**config.mk**
```make
export PLATFORM = sky130hd
export DESIGN_NAME = weight_fetch_seq
export DESIGN_NICKNAME = d
export VERILOG_FILES = /design/src/rtl/weight_fetch_seq.sv
export SDC_FILE = /design/constraint.sdc
export NUM_CORES = 1
export LEC_CHECK = 0
export BUFFER_PORTS_ARGS = -buffer_cell sky130_fd_sc_hd__buf_2
export CELL_PAD_IN_SITES_DETAIL_PLACEMENT = 0
export CELL_PAD_IN_SITES_GLOBAL_PLACEMENT = 1
export CORE_MARGIN = 5
export CORE_UTILIZATION = 48
export DETAILED_ROUTE_END_ITERATION = 12
export PLACE_DENSITY = 0.91
export SYNTH_ARGS = -nofsm -noshare
export SYNTH_HDL_FRONTEND = slang
export SYNTH_SLANG_ARGS = --single-unit
```
**constraint.sdc**
```tcl
create_clock -name clk -period 9.4 [get_ports clk]
set_clock_uncertainty 0.15 [all_clocks]
set_input_delay 0 -clock clk [delete_from_list [all_inputs] [get_ports clk]]
set_output_delay 0 -clock clk [all_outputs]
set_load 0.03 [all_outputs]
```
**src/rtl/weight_fetch_seq.sv**
```systemverilog
`default_nettype none
// ============================================================================
// Module   : weight_fetch_seq
// Purpose  : Upstream sequencer for the weight LUT. Accepts a burst command
//            {table, base offset, length}, issues one serial LUT read per
//            byte, packs the returned bytes into PACK-byte words and queues
//            them in a small FIFO that drains over a valid/ready stream.
// Ports    : clk, rst (sync, active-low)
//            cmd_valid/cmd_ready/cmd_table/cmd_base/cmd_len : burst command
//            lut_start/lut_addr/lut_data/lut_done           : LUT read port
//            out_valid/out_ready/out_data/out_last          : word stream
//            busy : FSM active or FIFO holding words
//            err  : sticky LUT timeout flag
// Options  : WFS_TIMEOUT_EN - enables an 8-bit WAIT watchdog that aborts a
//            burst after 255 cycles without lut_done and sets err.
//            Undefined: WAIT is unbounded and err is tied to 0.
// Revision : 1.0 - initial release
// ============================================================================
module weight_fetch_seq #(
  parameter int ADDR_WIDTH = 32,
  parameter int DATA_WIDTH = 8,
  parameter int LEN_WIDTH  = 16,
  parameter int PACK       = 4,
  parameter int FIFO_DEPTH = 4
) (
  input  logic                         clk,
  input  logic                         rst,
  input  logic                         cmd_valid,
  output logic                         cmd_ready,
  input  logic [15:0]                  cmd_table,
  input  logic [15:0]                  cmd_base,
  input  logic [LEN_WIDTH-1:0]         cmd_len,
  output logic                         lut_start,
  output logic [ADDR_WIDTH-1:0]        lut_addr,
  input  logic [DATA_WIDTH-1:0]        lut_data,
  input  logic                         lut_done,
  output logic                         out_valid,
  input  logic                         out_ready,
  output logic [PACK*DATA_WIDTH-1:0]   out_data,
  output logic                         out_last,
  output logic                         busy,
  output logic                         err
);

  localparam int WORD_W = PACK * DATA_WIDTH;
  localparam int LANE_W = (PACK > 1) ? $clog2(PACK) : 1;
  localparam int PTR_W  = (FIFO_DEPTH > 1) ? $clog2(FIFO_DEPTH) : 1;
  localparam int CNT_W  = PTR_W + 1;

  typedef enum logic [1:0] {
    S_IDLE  = 2'd0,
    S_ISSUE = 2'd1,
    S_WAIT  = 2'd2
  } state_t;

  state_t                 state_q, state_d;
  logic [15:0]            table_q, table_d;
  logic [15:0]            base_q,  base_d;
  logic [LEN_WIDTH-1:0]   len_q,   len_d;
  logic [LEN_WIDTH-1:0]   idx_q,   idx_d;
  logic [LANE_W-1:0]      lane_q,  lane_d;
  logic [WORD_W-1:0]      pack_q,  pack_d;

  // FIFO storage: {last, word}
  logic [WORD_W:0]        mem_q [FIFO_DEPTH];
  logic [PTR_W-1:0]       wptr_q, rptr_q;
  logic [CNT_W-1:0]       count_q;

  logic                   w_push;
  logic                   w_pop;
  logic [WORD_W-1:0]      w_push_word;
  logic                   w_push_last;
  logic [WORD_W-1:0]      w_merged;
  logic                   w_is_last;
  logic                   w_lane_full;
  logic                   w_fifo_space;
  logic [15:0]            w_off;
  logic [WORD_W:0]        w_head;

`ifdef WFS_TIMEOUT_EN
  logic                   err_q, err_d;
  logic [7:0]             wdog_q, wdog_d;
`endif

  // Offset arithmetic is 16-bit and wraps; the table field never carries.
  assign w_off        = base_q + 16'(idx_q);
  assign lut_addr     = ADDR_WIDTH'({table_q, w_off});
  assign w_is_last    = (idx_q == (len_q - LEN_WIDTH'(1)));
  assign w_lane_full  = (lane_q == LANE_W'(PACK - 1));
  assign w_fifo_space = (count_q < CNT_W'(FIFO_DEPTH));

  // Pack register with the current lane overwritten by the returning byte.
  always_comb begin
    w_merged = pack_q;
    for (int k = 0; k < PACK; k++) begin
      if (lane_q == LANE_W'(k)) begin
        w_merged[k*DATA_WIDTH +: DATA_WIDTH] = lut_data;
      end
    end
  end

  // --------------------------------------------------------------------------
  // Next-state / output logic
  // --------------------------------------------------------------------------
  always_comb begin
    state_d     = state_q;
    table_d     = table_q;
    base_d      = base_q;
    len_d       = len_q;
    idx_d       = idx_q;
    lane_d      = lane_q;
    pack_d      = pack_q;
    cmd_ready   = 1'b0;
    lut_start   = 1'b0;
    w_push      = 1'b0;
    w_push_word = w_merged;
    w_push_last = 1'b0;
`ifdef WFS_TIMEOUT_EN
    err_d       = err_q;
    wdog_d      = 8'd0;
`endif

    case (state_q)
      S_IDLE: begin
        cmd_ready = 1'b1;
        if (cmd_valid) begin
`ifdef WFS_TIMEOUT_EN
          err_d = 1'b0;
`endif
          // A zero-length command is consumed without any reads.
          if (cmd_len != '0) begin
            table_d = cmd_table;
            base_d  = cmd_base;
            len_d   = cmd_len;
            idx_d   = '0;
            lane_d  = '0;
            pack_d  = '0;
            state_d = S_ISSUE;
          end
        end
      end

      S_ISSUE: begin
        // Only launch a read when the word it might complete has a FIFO slot.
        if (w_fifo_space) begin
          lut_start = 1'b1;
          state_d   = S_WAIT;
        end
      end

      S_WAIT: begin
        if (lut_done) begin
          if (w_is_last || w_lane_full) begin
            w_push      = 1'b1;
            w_push_word = w_merged;
            w_push_last = w_is_last;
            pack_d      = '0;
            lane_d      = '0;
          end else begin
            pack_d = w_merged;
            lane_d = lane_q + LANE_W'(1);
          end
          idx_d   = idx_q + LEN_WIDTH'(1);
          state_d = w_is_last ? S_IDLE : S_ISSUE;
`ifdef WFS_TIMEOUT_EN
        end else if (wdog_q == 8'd254) begin
          // 255th WAIT cycle with no response: abort and flush any partial word.
          err_d = 1'b1;
          if (lane_q != '0) begin
            w_push      = 1'b1;
            w_push_word = pack_q;
            w_push_last = 1'b1;
          end
          pack_d  = '0;
          lane_d  = '0;
          state_d = S_IDLE;
        end else begin
          wdog_d = wdog_q + 8'd1;
`endif
        end
      end

      default: state_d = S_IDLE;
    endcase
  end

  // --------------------------------------------------------------------------
  // Control registers
  // --------------------------------------------------------------------------
  always_ff @(posedge clk) begin
    if (!rst) begin
      state_q <= S_IDLE;
      table_q <= '0;
      base_q  <= '0;
      len_q   <= '0;
      idx_q   <= '0;
      lane_q  <= '0;
      pack_q  <= '0;
`ifdef WFS_TIMEOUT_EN
      err_q   <= 1'b0;
      wdog_q  <= 8'd0;
`endif
    end else begin
      state_q <= state_d;
      table_q <= table_d;
      base_q  <= base_d;
      len_q   <= len_d;
      idx_q   <= idx_d;
      lane_q  <= lane_d;
      pack_q  <= pack_d;
`ifdef WFS_TIMEOUT_EN
      err_q   <= err_d;
      wdog_q  <= wdog_d;
`endif
    end
  end

  // --------------------------------------------------------------------------
  // Output word FIFO
  // --------------------------------------------------------------------------
  assign out_valid = (count_q != '0);
  assign w_pop     = out_valid && out_ready;
  assign w_head    = mem_q[rptr_q];
  // Head is masked while empty so stale entries never appear on the port.
  assign out_data  = out_valid ? w_head[WORD_W-1:0] : '0;
  assign out_last  = out_valid ? w_head[WORD_W]     : 1'b0;

  always_ff @(posedge clk) begin
    if (w_push) begin
      mem_q[wptr_q] <= {w_push_last, w_push_word};
    end
  end

  always_ff @(posedge clk) begin
    if (!rst) begin
      wptr_q  <= '0;
      rptr_q  <= '0;
      count_q <= '0;
    end else begin
      if (w_push) wptr_q <= wptr_q + PTR_W'(1);
      if (w_pop)  rptr_q <= rptr_q + PTR_W'(1);
      case ({w_push, w_pop})
        2'b10:   count_q <= count_q + CNT_W'(1);
        2'b01:   count_q <= count_q - CNT_W'(1);
        default: count_q <= count_q;
      endcase
    end
  end

  assign busy = (state_q != S_IDLE) || out_valid;

`ifdef WFS_TIMEOUT_EN
  assign err = err_q;
`else
  assign err = 1'b0;
`endif

endmodule
`default_nettype wire
```
# Yosys cells after proc, flatten, opt, wreduce, memory -nomap -nowiden
# Memories as Yosys holds them, arrays and structs flattened. A register that Yosys moved wholly into a read port is not among the register bits.
# Index checks and enable logic that the tools add are counted.
# classes
addsub	8
magnitude_cmp	1
n_eq_ne	12
muxes	40
n_reduce_logical	13
# ops
cell	count
$mux 32	5
$pmux 32 s2	1
$mux 16	3
$mux 8	4
$pmux 16 s2	1
$mux 2	10
$add 16x1->16 const B	1
$add 16x16->16	1
$eq 16x16->1	1
$reduce_bool 16->1	1
$sub 16x1->16 const B	1
$mux 1	13
$eq 2x2->1 const B	4
$ne 2x2->1 const B	4
$reduce_and 4->1	2
$add 2x1->2 const B	3
$eq 2x1->1 const B	3
$pmux 2 s3	1
$pmux 3 s2	1
$reduce_bool 2->1	3
$logic_not 2->1	2
$pmux 2 s2	1
$add 3x1->3 const B	1
$lt 3x3->1 const B	1
5 further kinds	6
# word_totals
reg_bits	107
ramBits	132
inputBits	61
out_inout_bits	70
wordCells	85
memories	1
# mem_list
memory	words	width	read_ports	rd_ports_with_merged_regs	wr	line	rtl
mem_q	4	33	1	1	1	65	logic [WORD_W:0] mem_q [FIFO_DEPTH];

# Depth between registers and ports, before layout
# logic_depth
word_depth	8
depth_mapped	17
ltp_nobuf	15

# Least setup slack after synthesis
# OpenSTA, ideal clock, no wires.
# synth_path
kind	register to register
start	register len_q[9]
end	memory mem_q[0][0] in the netlist's numbering, enable pin
setup_time_ns	0.393
arrival_time_ns	3.313
t_required_ns	8.857
path_slack_ns	5.543
stages_incl_launch_ff	10
path_buffers	2
period_less_slack_ns	3.857
path_cell_list	dfxtp_1 -> buf_6 -> or4_1 -> clkbuf_2 -> or3_1 -> a2111o_1 -> a22oi_4 -> o211ai_1 -> a21oi_2 -> and2_1
# synth_via
elab_chain_len	8
# synth_rtl
element	line	rtl
from (decl)	59	logic [LEN_WIDTH-1:0] len_q, len_d;
from (signal assigned)	207	len_q <= len_d;
$sub 16x1->16	88	assign w_is_last = (idx_q == (len_q - LEN_WIDTH'(1)));
$eq 16x16->1	88	
$logic_or 1x1->1	153	if (w_is_last || w_lane_full) begin
$mux 1	153	
$mux 1	152	if (lut_done) begin
$mux 1	123	case (state_q)
$mux 1	229	if (w_push) begin
$mux 1 (implied by the code)	230	mem_q[wptr_q] <= {w_push_last, w_push_word};
to (decl)	65	
# Every way passes these cells.

# Worst setup path in the final report
# layout_path
start	register len_q[9]
end	register count_q[2]
# layout_via
elab_chain_len	8
word_cells_on_any_way	10
classes_between	add/sub: 1; eq/ne: 3; mux: 4; reduce/logical: 2
# layout_rtl
element	line	rtl
$sub 16x1->16 *	88	
$eq 16x16->1 *	88	
$logic_or 1x1->1 *	153	
$mux 1 *	153	
$mux 1 *	152	
$mux 1 *	123	
$eq 2x1->1 / $eq 2x2->1 (equally long branches)	242	case ({w_push, w_pop})
$pmux 3 s2 / $reduce_bool 2->1 (equally long branches)	--	
to (signal assigned)	243	2'b10: count_q <= count_q + CNT_W'(1);
to (signal assigned)	244	2'b01: count_q <= count_q - CNT_W'(1);
to (signal assigned)	245	default: count_q <= count_q;
to (decl)	67	logic [CNT_W-1:0] count_q;
# Every way passes the cells marked *; elsewhere a longest branch is shown, timed or not.
# A chain may end at the register's enable or synchronous reset.

==> impl_metrics.tcl <==
set metrics [dict create \
    outcome "completed" \
    synth_top_family_by_area "simple AND/OR/NAND/NOR gates" \
    start_kind "register" \
    finalWorstSetupSlack_ps 5570 \
    cp_data_arrival_time_ps 4140 \
    cts_tree "built" \
    fmax_ghz 0.261 \
    clkLatencyLatePin_ps 530 \
    synth_top_area_cell "edfxtp_1" \
    synth_fa_ha_area_share_pct 3.26 \
    grt_pass1_vias 8063 \
    period_minus_slack_ps 3830 \
    ys_seq_elements 241 \
    fin_crit_sh_pct 40.7 \
    cap_viol_max_count 0 \
    hp-class "input port to register" \
    cts_setup_buffers 0 \
    synthArstFlopShare_pct 0 \
    drive_above_1_share_pct 24.2 \
    dp_hpwl_um 15100 \
    synth.cell_area_um2 11200 \
    yosysSeqAreaShare_pct 54.8 \
    worst-path-max-fanout 7 \
    slew_headroom_pct 34.2 \
    grtUsageTotal_pct 19.0 \
    syn_to_final_growth_pct 22.2 \
    ir_drop_v 0.000123 \
    rsz0062_at_grt "false" \
    synth_warnings 0 \
    portBuffers 129 \
    syn_area_per_cell_um2 12.2 \
    cts.sinks 241 \
    power_density_nw_per_um2 170 \
    muxShareOfSynthArea_pct 10.0 \
    grt_max_degree 76 \
    start_util_pct 48.2 \
    grt_antenna_before_repair 1 \
    drc 0 \
    synth_top_area_share_pct 35.4 \
    finalPower_w 0.00233 \
    worstSetupPathType "register to register" \
    routed_wl_um 25100 \
    hold_viol_final 0 \
    rows 56 \
    synthTopCellsByArea "edfxtp_1 (35%), dfxtp_1 (19%), mux4_2 (6.6%)" \
    drtPass1Iterations 5 \
    hold_ws_ps 125 \
    grt_pass1_wl_um 41200 \
    r2r_slack_ps 5570 \
    die_width_um 163 \
    netlist_instances 920 \
    tightest_slew_ps 987 \
    antenna_cells 0 \
    drt_iter0_drc 452 \
    tns_ps 0 \
    ys.flop_type "edfxtp_1" \
    post-route-util_pct 58.9 \
    endpoint_kind "register" \
    wl_per_cell_um 17.4 \
    dp_worst_setup_slack_ps 5560 \
    nets 1195 \
    synth_nets 1009 \
    synth_compound_area_share_pct 11.0 \
    route.detailed.vias_per_inst 5.35 \
    die_h_um 163 \
    io_pins 131 \
    synth_xor_xnor_area_share_pct 3.67 \
    clockRootBuffer "clkbuf_16" \
    die-area_um2 26500 \
    clockBufferDepth 3 \
    clk_pin_slew_worst_paths_ps 60 \
    synth_edf_count 132 \
    antenna_left 0 \
    core-area_um2 23300 \
    critPathRequiredTime_ps 9710 \
    setup_viol 0 \
    drv_slew 0 \
    overflow 0 \
    gp_congestion 0.832 \
    htree_levels 1 \
    yosys.area_share.simple_pct 14.2 \
    num_vias 7736 \
    power_leakage_nw 5.42 \
    yosys.cell_types.count 62 \
    numCtsBuffers 26 \
]
## per-layer routing
metal	part of all wire, %	routed length [um]	GRT usage, %
met5	0.028	7	0
met4	2.5	631	5.07
met3	5.5	1390	3.32
met2	50	12500	33.3
met1	42	10600	24.3
## Yosys cell counts, types with 4 or more instances
cell type  number
buf_1           4
nor2b_1        30
mux4_2         33
ha_1           26
xnor2_1        26
edfxtp_1      132
or3_1           7
dfxtp_1       109
nand3_1         7
nand2_1       118
o21ai_0        12
xor2_1         21
nor2_1         33
and3_1         31
clkbuf_1       48
nand4_1         4
o211ai_1        6
a41oi_2        17
mux2_2         32
inv_1          23
or4_1           9
nor3_1         10
a21oi_1        13
a41oi_1         7
a21boi_0       52
and2_1         49
## critical path, cell delays in order, from the launching register on
cell      delay (ps)
dfxtp_1          370
or4_1            630
or3_1            380
a2111o_1         450
a22oi_4          210
o211ai_1         170
a21oi_2          340
inv_1             80
ha_1             230
inv_1             70
fa_1             170
xor2_1            70
or3_1            300
a21boi_0         150
## layout make-up
class,instances,area [um^2]
timing repair buffer,215,1480
multi-input combinational,598,4740
clock buffer,32,673
clock inverter,16,163
fill,1886,9570
tap,319,399
inverter,24,90.1
sequential,241,6150
## state kept, by name, summed over array words and instances, names as in the netlist, 3 cells and up, named ones only
| signal | flops |
|---|---|
| count_q | 3 |
| idx_q | 16 |
| len_q | 16 |
| pack_q | 32 |
| base_q | 16 |
| mem_q | 132 |
| table_q | 16 |
## placed cells by master, fill, tap and decap left out, drive strengths merged, types with 9 or more instances in the layout
cell / instances
a21boi: 52
a21oi: 14
a41oi: 24
and2: 49
and3: 31
buf: 141
clkbuf: 32
clkinv: 13
dfxtp: 109
dlygate4sd3: 74
edfxtp: 132
ha: 26
inv: 23
mux2: 32
mux4: 33
nand2: 118
nor2: 33
nor2b: 30
nor3: 10
o21ai: 12
or4: 9
xnor2: 26
xor2: 21
## worst paths after layout
| path | cells past startpoint | to | startpoint |
|---|---|---|---|
| min reg2reg | 1 | pack_q[24]$_SDFFE_PN0P_ | pack_q[24]$_SDFFE_PN0P_ |
| max | 13 | count_q[2]$_SDFFE_PN0P_ | len_q[9]$_SDFFE_PN0P_ |
| min | 4 | base_q[8]$_SDFFE_PN0P_ | cmd_base[8] |
| max reg2reg | 13 | count_q[2]$_SDFFE_PN0P_ | len_q[9]$_SDFFE_PN0P_ |
## through the flow
| step | std cells | cell area [um^2] |
|---|---|---|
| floorplan | 920 | 11200 |
| global placement | 1323 | 12100 |
| detailed placement | 1323 | 12100 |
| CTS | 1445 | 13700 |
| global route | 1445 | 13700 |
| finish | 1445 | 13700 |
## power breakdown
| part | total (W) | leakage (nW) | internal (W) | switching [W] |
|---|---|---|---|---|
| sequential | 0.00113 | 2.28 | 0.00112 | 0.0000147 |
| combinational | 0.000198 | 2.73 | 0.0000829 | 0.000115 |
| clock | 0.000997 | 0.408 | 0.000591 | 0.000406 |
## kinds of logic after synthesis
family / after synthesis
simple gates: 312
mux: 67
xor+xnor: 47
buf+inv: 81
compound gates: 143
other cells: 1
flops: 241
fa+ha+maj: 28
## repair_timing
item | CTS | global route
endpoints found under the hold margin | 204 | 0
endpoints found under the setup margin | 0 | 0
hold buffers | 74 | 0
gates resized for setup | 0 | 0
No activity file was read; power rests on OpenSTA's default activity.
